--- src/rtl/lsu_mem_arb.sv ---
//------------------------------------------------------------------------------
// lsu_mem_arb : LSU-side read/write queues arbitrated onto one memory bus,
//               with in-order read return and read-after-write hazard stall.
// Revision    : 1.0
//------------------------------------------------------------------------------
`default_nettype none

module lsu_mem_arb #(
    parameter int ADDR_W    = 32,
    parameter int DATA_W    = 32,
    parameter int RDQ_DEPTH = 4,
    parameter int WQ_DEPTH  = 4,
    parameter int MAX_OUT   = 4
) (
    input  logic              clk,
    input  logic              rst,
    input  logic              rd_valid,
    input  logic [ADDR_W-1:0] rd_addr,
    output logic              rd_resp,
    output logic [DATA_W-1:0] rd_data,
    input  logic              wr_valid,
    input  logic [ADDR_W-1:0] wr_addr,
    input  logic [DATA_W-1:0] wr_data,
    output logic              rdq_almost_full,
    output logic              wq_almost_full,
    output logic              ovf_err,
    output logic              spur_err,
    output logic              bus_req,
    output logic              bus_we,
    output logic [ADDR_W-1:0] bus_addr,
    output logic [DATA_W-1:0] bus_wdata,
    input  logic              bus_gnt,
    input  logic              bus_rvalid,
    input  logic [DATA_W-1:0] bus_rdata
);

    localparam int RQ_AW = $clog2(RDQ_DEPTH);
    localparam int WQ_AW = $clog2(WQ_DEPTH);
    localparam int OUT_W = $clog2(MAX_OUT + 1);

    typedef enum logic [1:0] {
        IDLE    = 2'd0,
        LOCK_RD = 2'd1,
        LOCK_WR = 2'd2
    } state_t;

    state_t state;

    logic [ADDR_W-1:0] rq_mem [RDQ_DEPTH];
    logic [ADDR_W-1:0] wq_amem [WQ_DEPTH];
    logic [DATA_W-1:0] wq_dmem [WQ_DEPTH];
    logic [RQ_AW:0]    rq_wp, rq_rp, rq_cnt;
    logic [WQ_AW:0]    wq_wp, wq_rp, wq_cnt;
    logic [OUT_W-1:0]  out_cnt;

    logic              rq_full, wq_full, rq_push, wq_push;
    logic              rd_elig, wr_elig, hazard;
    logic              sel_rd, sel_wr, rd_gnt, wr_gnt, rsp_ok;
    logic [ADDR_W-1:0] rq_head_addr, wq_head_addr;
    logic [DATA_W-1:0] wq_head_data;
    logic [WQ_AW-1:0]  slot_off;

    assign rq_cnt       = rq_wp - rq_rp;
    assign wq_cnt       = wq_wp - wq_rp;
    assign rq_full      = (rq_cnt == (RQ_AW+1)'(RDQ_DEPTH));
    assign wq_full      = (wq_cnt == (WQ_AW+1)'(WQ_DEPTH));
    assign rq_push      = rd_valid && !rq_full;
    assign wq_push      = wr_valid && !wq_full;
    assign rq_head_addr = rq_mem[rq_rp[RQ_AW-1:0]];
    assign wq_head_addr = wq_amem[wq_rp[WQ_AW-1:0]];
    assign wq_head_data = wq_dmem[wq_rp[WQ_AW-1:0]];

    assign rdq_almost_full = (rq_cnt >= (RQ_AW+1)'(RDQ_DEPTH - 1));
    assign wq_almost_full  = (wq_cnt >= (WQ_AW+1)'(WQ_DEPTH - 1));

    // A slot is live when its distance from the read pointer is below the count.
    always_comb begin
        hazard   = 1'b0;
        slot_off = '0;
        for (int i = 0; i < WQ_DEPTH; i++) begin
            slot_off = WQ_AW'(i) - wq_rp[WQ_AW-1:0];
            if (((WQ_AW+1)'(slot_off) < wq_cnt) && (wq_amem[i] == rq_head_addr))
                hazard = 1'b1;
        end
    end

    assign rd_elig = (rq_cnt != '0) && (out_cnt < OUT_W'(MAX_OUT)) && !hazard;
    assign wr_elig = (wq_cnt != '0);

    always_comb begin
        sel_rd = 1'b0;
        sel_wr = 1'b0;
        case (state)
            IDLE: begin
                if (wr_elig && (!rd_elig || wq_almost_full))
                    sel_wr = 1'b1;
                else if (rd_elig)
                    sel_rd = 1'b1;
            end
            LOCK_RD: sel_rd = 1'b1;
            LOCK_WR: sel_wr = 1'b1;
            default: begin
                sel_rd = 1'b0;
                sel_wr = 1'b0;
            end
        endcase
    end

    assign bus_req   = sel_rd || sel_wr;
    assign bus_we    = sel_wr;
    assign bus_addr  = sel_wr ? wq_head_addr : (sel_rd ? rq_head_addr : '0);
    assign bus_wdata = sel_wr ? wq_head_data : '0;
    assign rd_gnt    = sel_rd && bus_gnt;
    assign wr_gnt    = sel_wr && bus_gnt;
    assign rsp_ok    = bus_rvalid && (out_cnt != '0);

    // Storage arrays carry no reset; validity comes from the pointers.
    always_ff @(posedge clk) begin
        if (rq_push)
            rq_mem[rq_wp[RQ_AW-1:0]] <= rd_addr;
        if (wq_push) begin
            wq_amem[wq_wp[WQ_AW-1:0]] <= wr_addr;
            wq_dmem[wq_wp[WQ_AW-1:0]] <= wr_data;
        end
    end

    always_ff @(posedge clk or negedge rst) begin
        if (!rst) begin
            state    <= IDLE;
            rq_wp    <= '0;
            rq_rp    <= '0;
            wq_wp    <= '0;
            wq_rp    <= '0;
            out_cnt  <= '0;
            rd_resp  <= 1'b0;
            rd_data  <= '0;
            ovf_err  <= 1'b0;
            spur_err <= 1'b0;
        end else begin
            if (rq_push) rq_wp <= rq_wp + 1'b1;
            if (wq_push) wq_wp <= wq_wp + 1'b1;
            if (rd_gnt)  rq_rp <= rq_rp + 1'b1;
            if (wr_gnt)  wq_rp <= wq_rp + 1'b1;
            if ((rd_valid && rq_full) || (wr_valid && wq_full))
                ovf_err <= 1'b1;
            if (bus_rvalid && (out_cnt == '0))
                spur_err <= 1'b1;

            if (rd_gnt && !rsp_ok)
                out_cnt <= out_cnt + 1'b1;
            else if (!rd_gnt && rsp_ok)
                out_cnt <= out_cnt - 1'b1;

            rd_resp <= rsp_ok;
            if (rsp_ok)
                rd_data <= bus_rdata;

            case (state)
                IDLE: begin
                    if (bus_req && !bus_gnt)
                        state <= sel_wr ? LOCK_WR : LOCK_RD;
                end
                LOCK_RD, LOCK_WR: begin
                    if (bus_gnt)
                        state <= IDLE;
                end
                default: state <= IDLE;
            endcase
        end
    end

endmodule

`default_nettype wire

--- config.mk ---
export PLATFORM = sky130hd
export DESIGN_NAME = lsu_mem_arb
export DESIGN_NICKNAME = d
export VERILOG_FILES = /design/src/rtl/lsu_mem_arb.sv
export SDC_FILE = /design/constraint.sdc
export NUM_CORES = 1
export LEC_CHECK = 0
export BUFFER_PORTS_ARGS = -buffer_cell sky130_fd_sc_hd__buf_2
export CELL_PAD_IN_SITES_DETAIL_PLACEMENT = 1
export CELL_PAD_IN_SITES_GLOBAL_PLACEMENT = 1
export CORE_MARGIN = 5
export CORE_UTILIZATION = 35
export CTS_CLUSTER_SIZE = 10
export DETAILED_ROUTE_END_ITERATION = 8
export PLACE_DENSITY = 0.6
export REMOVE_ABC_BUFFERS = 1
export SLEW_MARGIN = 15
export SYNTH_ARGS = -nofsm -noshare
export SYNTH_HDL_FRONTEND = slang
export SYNTH_SLANG_ARGS = --single-unit
--- constraint.sdc ---
create_clock -name clk -period 4.4 [get_ports clk]
set_input_delay 0.88 -clock clk [delete_from_list [all_inputs] [get_ports clk]]
set_output_delay 0.88 -clock clk [all_outputs]
set_load 0.01 [all_outputs]
### Yosys cells after proc, flatten, opt, wreduce, memory -nomap -nowiden

Memories as Yosys holds them, arrays and structs flattened.
Cells that the tools add are included.

| word-level totals | value |
|---|---|
| register bits after elaboration | 52 |
| bits in latches | 0 |
| bits in writable memories | 384 |
| memory bits (read-only) | 0 |
| bits of input ports | 134 |
| output and inout port bits | 103 |
| word-level logic and storage cells | 100 |
| memories | 3 |

Memory list:

| memory | words | width | rd ports | clocked after Yosys merged registers in | write ports | RTL line | source |
|---|---|---|---|---|---|---|---|
| rq_mem | 4 | 32 | 1 | 0 | 1 | 49 | `logic [ADDR_W-1:0] rq_mem [RDQ_DEPTH];` |
| wq_amem | 4 | 32 | 5 | 0 | 1 | 50 | `logic [ADDR_W-1:0] wq_amem [WQ_DEPTH];` |
| wq_dmem | 4 | 32 | 1 | 0 | 1 | 51 | `logic [DATA_W-1:0] wq_dmem [WQ_DEPTH];` |

| cells by class | value |
|---|---|
| add/subtract/negate cells | 12 |
| $mul | 0 |
| divide/modulo/power cells | 0 |
| order comparisons | 7 |
| equal/unequal tests | 10 |
| shift operators | 0 |
| mux-type cells | 22 |
| bitwise gates (word level) | 0 |
| reductions and logical operators | 36 |

Operators by type and width:

| cell | count |
|---|---|
| equality test 32 bit | 4 |
| 2-to-1 mux 32 bit | 3 |
| logical AND 1 bit | 18 |
| adder 3 x 1 -> 3 bit, second input constant | 5 |
| less-than comparator 2 x 3 -> 1 bit | 4 |
| 2-to-1 mux 1 bit | 11 |
| nonzero test 3 bit | 3 |
| zero test 1 bit | 7 |
| equality test 3 bit, second input constant | 2 |
| >= comparator 3 x 2 -> 1 bit, second input constant | 2 |
| 2-to-1 mux 2 bit | 3 |
| 2-to-1 mux 3 bit | 2 |
| subtractor 3 bit | 2 |
| inequality test 2 bit, second input constant | 2 |
| one-hot mux 1 bit (2 select lines) | 2 |
| one-hot mux 2 bit (2 select lines) | 1 |
| subtractor 1 x 2 -> 2 bit, first input constant | 2 |
| subtractor 2 bit, first input constant | 2 |
| zero test 3 bit | 1 |
| logical OR 1 bit | 3 |
| less-than comparator 3 bit, second input constant | 1 |
| subtractor 3 x 1 -> 3 bit, second input constant | 1 |
| equality test 2 x 1 -> 1 bit, second input constant | 1 |
| equality test 2 bit, second input constant | 1 |
| 4 further kinds | 4 |

### Depth between registers and ports, before layout

| logic depth | value |
|---|---|
| depth after elaboration | 19 |
| depth in mapped cells | 18 |
| depth with buffers taken out | 18 |

### Worst setup path after synthesis

OpenSTA, ideal clock, no wires.

| timing | value |
|---|---|
| path kind | register -> register |
| start point | reg wq_rp[1] |
| end point | mem wq_amem[3][0], enable pin |
| data arrival time | 3.902 ns |
| required time | 3.970 ns |
| slack | 0.068 ns |
| cell stages (with the launch flop) | 9 |
| path buffers | 2 |
| period minus slack after synthesis | 4.332 ns |
| cells stage by stage | dfrtp_1 -> clkbuf_1 -> buf_1 -> inv_1 -> fa_1 -> xor2_1 -> and3_1 -> nor2b_1 -> and2_1 |

| on the way | value |
|---|---|
| word-level cells in the longest chain between the ends | 6 |

Ends and longest elaborated chain:

| item | RTL line | source |
|---|---|---|
| start, declared | 53 | `logic [WQ_AW:0] wq_wp, wq_rp, wq_cnt;` |
| start signal, assigned | 143 | `if (wr_gnt) wq_rp <= wq_rp + 1'b1;` |
| subtractor 3 bit | 64 | `assign wq_cnt = wq_wp - wq_rp;` |
| equality test 3 bit | 66 | `assign wq_full = (wq_cnt == (WQ_AW+1)'(WQ_DEPTH));` |
| zero test 1 bit | 68 | `assign wq_push = wr_valid && !wq_full;` |
| logical AND 1 bit | 68 |  |
| 2-to-1 mux 1 bit | 121 | `if (wq_push) begin` |
| 2-to-1 mux 1 bit (implied by the code) | 122 | `wq_amem[wq_wp[WQ_AW-1:0]] <= wr_addr;` |
| end, declared | 50 |  |

No other way between the ends.

### Final worst setup path

| timing | value |
|---|---|
| start point | reg rq_rp[0] |
| end point | out bus_addr[21] |

| on the way | value |
|---|---|
| word-level cells in the longest chain between the ends | 16 |
| elaborated cells between the ends (all ways) | 28 |
| those cells by class | add/sub (1); eq/ne (4); mux (11); reduce/logical (11); memory (1) |

Ends and longest elaborated chain:

| item | RTL line | source |
|---|---|---|
| start, declared | 52 | `logic [RQ_AW:0] rq_wp, rq_rp, rq_cnt;` |
| start signal, assigned | 142 | `if (rd_gnt) rq_rp <= rq_rp + 1'b1;` |
| memory read (4 x 32 bit) | n/a |  |
| equality test 32 bit | 82 | `if (((WQ_AW+1)'(slot_off) < wq_cnt) && (wq_amem[i] == rq_head_addr))` |
| logical AND 1 bit | 82 |  |
| 2-to-1 mux 1 bit (4 in a row) | 82 |  |
| zero test 1 bit | 87 | `assign rd_elig = (rq_cnt != '0) && (out_cnt < OUT_W'(MAX_OUT)) && !hazard;` |
| logical AND 1 bit | 87 |  |
| zero test 1 bit | 95 | `if (wr_elig && (!rd_elig \|\| wq_almost_full))` |
| logical OR 1 bit | 95 |  |
| logical AND 1 bit | 95 |  |
| 2-to-1 mux 1 bit | 95 |  |
| one-hot mux 1 bit (2 select lines) | 93 | `case (state)` |
| 2-to-1 mux 32 bit | 111 | `assign bus_addr = sel_wr ? wq_head_addr : (sel_rd ? rq_head_addr : '0);` |
| 2-to-1 mux 32 bit (*) | 111 |  |
| end, declared | 30 | `output logic [ADDR_W-1:0] bus_addr,` |

Every way passes the cells marked *; elsewhere a longest branch is shown, timed or not.

==> metrics.cfg <==
[run_status]
outcome=finished, violations left
violations=setup timing

[placed_design]
place_ws_ps=-12.0
place_area_sq_um=21700
port_buffers=236
hpwl_mm=38.3
place.gp.congestion=0.783

[detailed_routing]
drtPass1Iterations=5
wl_met1_mm=23.2
vias=11200
ant_nets=0
wl_met2_mm=28.0
routedWlPerCell_microns=24.9
via_per_inst=5.04
routed.top_layer=met5
drc=0
routed_wl_mm=55.4
routed-wl-met3_mm=2.91
drtIter0Drc=750

[timing]
hold_violations=0
clock_skew_ps=27.5
tns_ps=-31210
period_share_pct=112
max-slew-margin-rel_pct=33.3
setup-violations-final=66
max_freq_mhz=202
setup_slack_ps=-541
slew_viol_final=0
worst_pin_slew_ps=1000
hold_ws_ps=443
fin_crit_ps=4940
grt_setup_unrepaired=yes

[clocking]
clkSinkCount=436
cts_root_buf=clkbuf_16
worstSkewPairLatency_ps=600
cts_tree=yes
cts.clk_slew.worst_paths_ps=60
htreeDepth=2
hold_buffers=0
cts_buffer_depth=3
cts_made_buffers=53

[synth]
netlist_area_sq_um=19100
synth_ff_type=edfxtp_1
ys_seq_area_share_pct=67.1
synth_warnings=0
synth.distinct_cells=52
synth-edff-count=384
ys_ff_latch=436
syn_avg_cell_area_sq_um=17.0
async_flop_share_pct=11.9
synthCells=1126

[worst_setup_path]
path_max_fanout=7
crit_slowest_cell=mux4_2
crit_buf_inv=7
critPathKind=reg2out
r2r-start=rq_rp[0]
cpPeakStageDelay_ps=630
start_kind=flop
cp-end-kind=primary output
startpoint=rq_rp[0]
crit_family=buffers and inverters
crit_arrival_ps=4060
path_common_cell=buf_12
crit_required_ps=3520
crit_chain=buf_12 -> buf_12 -> buf_12 -> mux4_2 -> xnor2_4 -> nand4_1 -> nor4_2 -> nand4_1 -> buf_4 -> nand4_4 -> o21ai_4 -> buf_8 -> clkbuf_16 -> o22ai_2 -> buf_2

[floorplanning]
die_x_microns=244
rows=85
die_area_sq_um=59400
die_h_microns=244
start_util_pct=35.4
core_sq_um=54000
io_pins=237

[global_route]
gr-total-overflow=0
grt_pass1_vias=12200
antenna_found_initial=7
grt_usage_pct=18.3
grt_pass1_wl_mm=81.4
grt_max_degree=53

[final_layout]
fin_area_sq_um=24000
nets=1647
multiInputGateArea_sq_um=6000
seq_area_sq_um=12800
fillerInstances=5324
syn2layout_area_growth_pct=25.5
drive_gt1_share_pct=39.8

[pwr]
vdd_ir_drop_max_mv=0.633
power_density_nw_per_um2=891
leakage_nw=9.02

[run]
cap_violations=0

[min_path]
hold_class=in2async

==> cells in the mapped netlist, drive strengths merged (2+ instances only) <==
cell / number / area, sq um
a211oi: 3 / 22.5
a21o: 2 / 22.5
a21oi: 6 / 33.8
a22o: 2 / 17.5
a31oi: 4 / 25.0
and2: 8 / 50.1
buf: 25 / 188
clkbuf: 17 / 63.8
dfrtp: 52 / 1300
edfxtp: 384 / 11500
fa: 3 / 60.1
ha: 21 / 263
inv: 89 / 334
mux2: 7 / 82.6
mux2i: 14 / 140
mux4: 96 / 2160
nand2: 104 / 390
nand2b: 2 / 12.5
nand3: 6 / 30.0
nand4: 24 / 165
nor2: 3 / 11.3
nor2b: 34 / 288
nor3: 6 / 30.0
nor4: 10 / 62.6
o2111ai: 4 / 35.0
o21ai: 7 / 38.8
o22ai: 37 / 413
or3: 4 / 25.0
xnor2: 100 / 876
xor2: 40 / 350
==> cells by family after synthesis <==
logic type               share of synthesized area, %
AND/OR/NAND/NOR                                  5.69
XOR/XNOR                                         6.41
multiplexers                                     12.5
flip-flops                                       67.1
adder cells (fa/ha/maj)                          1.69
buffers and inverters                            3.06
AO/OA/AOI/OAI                                    3.59
==> per-layer routing <==
metal / vias up / GRT usage [%]
met3: 78 / 3.58
met1: 5839 / 23.9
met4: 6 / 5.39
met5: - / 0
li1: 4990 / -
met2: 302 / 31.3
==> final cells by class <==
class | count | area share, %
antenna | 4 | 0.0417
clock buffer | 81 | 6.13
clock inverter | 12 | 0.365
inverter | 89 | 1.39
multi-input combinational | 559 | 25.0
sequential | 436 | 53.5
tap | 696 | 3.63
timing repair buffer | 350 | 9.99
==> power by group <==
| part | internal, mW | total [mW] | leakage [nW] | switching, mW |
|---|---|---|---|---|
| sequential | 5.72 | 6.16 | 4.14 | 0.444 |
| combinational | 4.99 | 11.3 | 4.12 | 6.28 |
| clock | 2.30 | 3.96 | 0.759 | 1.66 |
==> timing repair <==
item	4_1_cts	5_1_grt
setup buffers	17	22
resized for setup	25	51
endpoints found under the setup margin	66	67
gates cloned	1	1
hold endpoints to repair	0	0
pin swaps	6	16
==> placed cells by master (no fill, tap or decap), drive strengths merged, types with 4 or more instances in the layout <==
cell,count
a21oi,6
a31oi,4
and2,8
buf,348
clkbuf,83
clkinv,10
dfrtp,52
diode,4
edfxtp,384
ha,21
inv,90
mux2,7
mux2i,14
mux4,96
nand2,104
nand3,6
nand4,24
nor2b,34
nor3,6
nor4,10
o2111ai,4
o21ai,7
o22ai,37
or3,4
xnor2,100
xor2,40
==> registers in the layout, summed over array words and instances (netlist names) <==
signal    count
state         2
wq_wp         3
rq_wp         3
rq_mem      128
out_cnt       3
wq_rp         3
spur_err      1
rq_rp         3
wq_amem     128
rd_data      32
rd_resp       1
ovf_err       1
wq_dmem     128
==> stage by stage <==
stage               utilization (%)  total power [mW]  std cells
floorplan                         -              12.1       1084
global placement               40.1              16.2       2091
detailed placement             40.1              16.4       2091
CTS                            43.5              20.9       2202
global route                   44.4              22.6       2225
finish                         44.4              21.4       2227
==> worst register-to-register path: stages, from the launching register on <==
cell and delay (ps):
dfrtp_2 410, buf_12 160, buf_12 140, buf_4 130
mux4_2 580, buf_6 170, xnor2_1 110, nand4_1 100
nor4_2 60, buf_4 150, a311oi_2 270, nand4_1 170
buf_4 200, a21oi_2 300, ha_1 250, inv_1 60
fa_1 380, xor2_1 170, nor2_1 110, xor2_1 140
==> worst paths after layout <==
kind                                end  slack [ps]  depth (start not counted)
setup / recovery           bus_addr[21]        -540                         15
hold / removal                 wq_wp[1]         440                          2
setup reg to reg             out_cnt[2]         270                         19
hold reg to reg                spur_err         460                          1
max in group asynchronous      wq_rp[0]        3390                          2
min in group clk               spur_err         460                          1
Note: power is estimated with default switching activity, not from simulation.
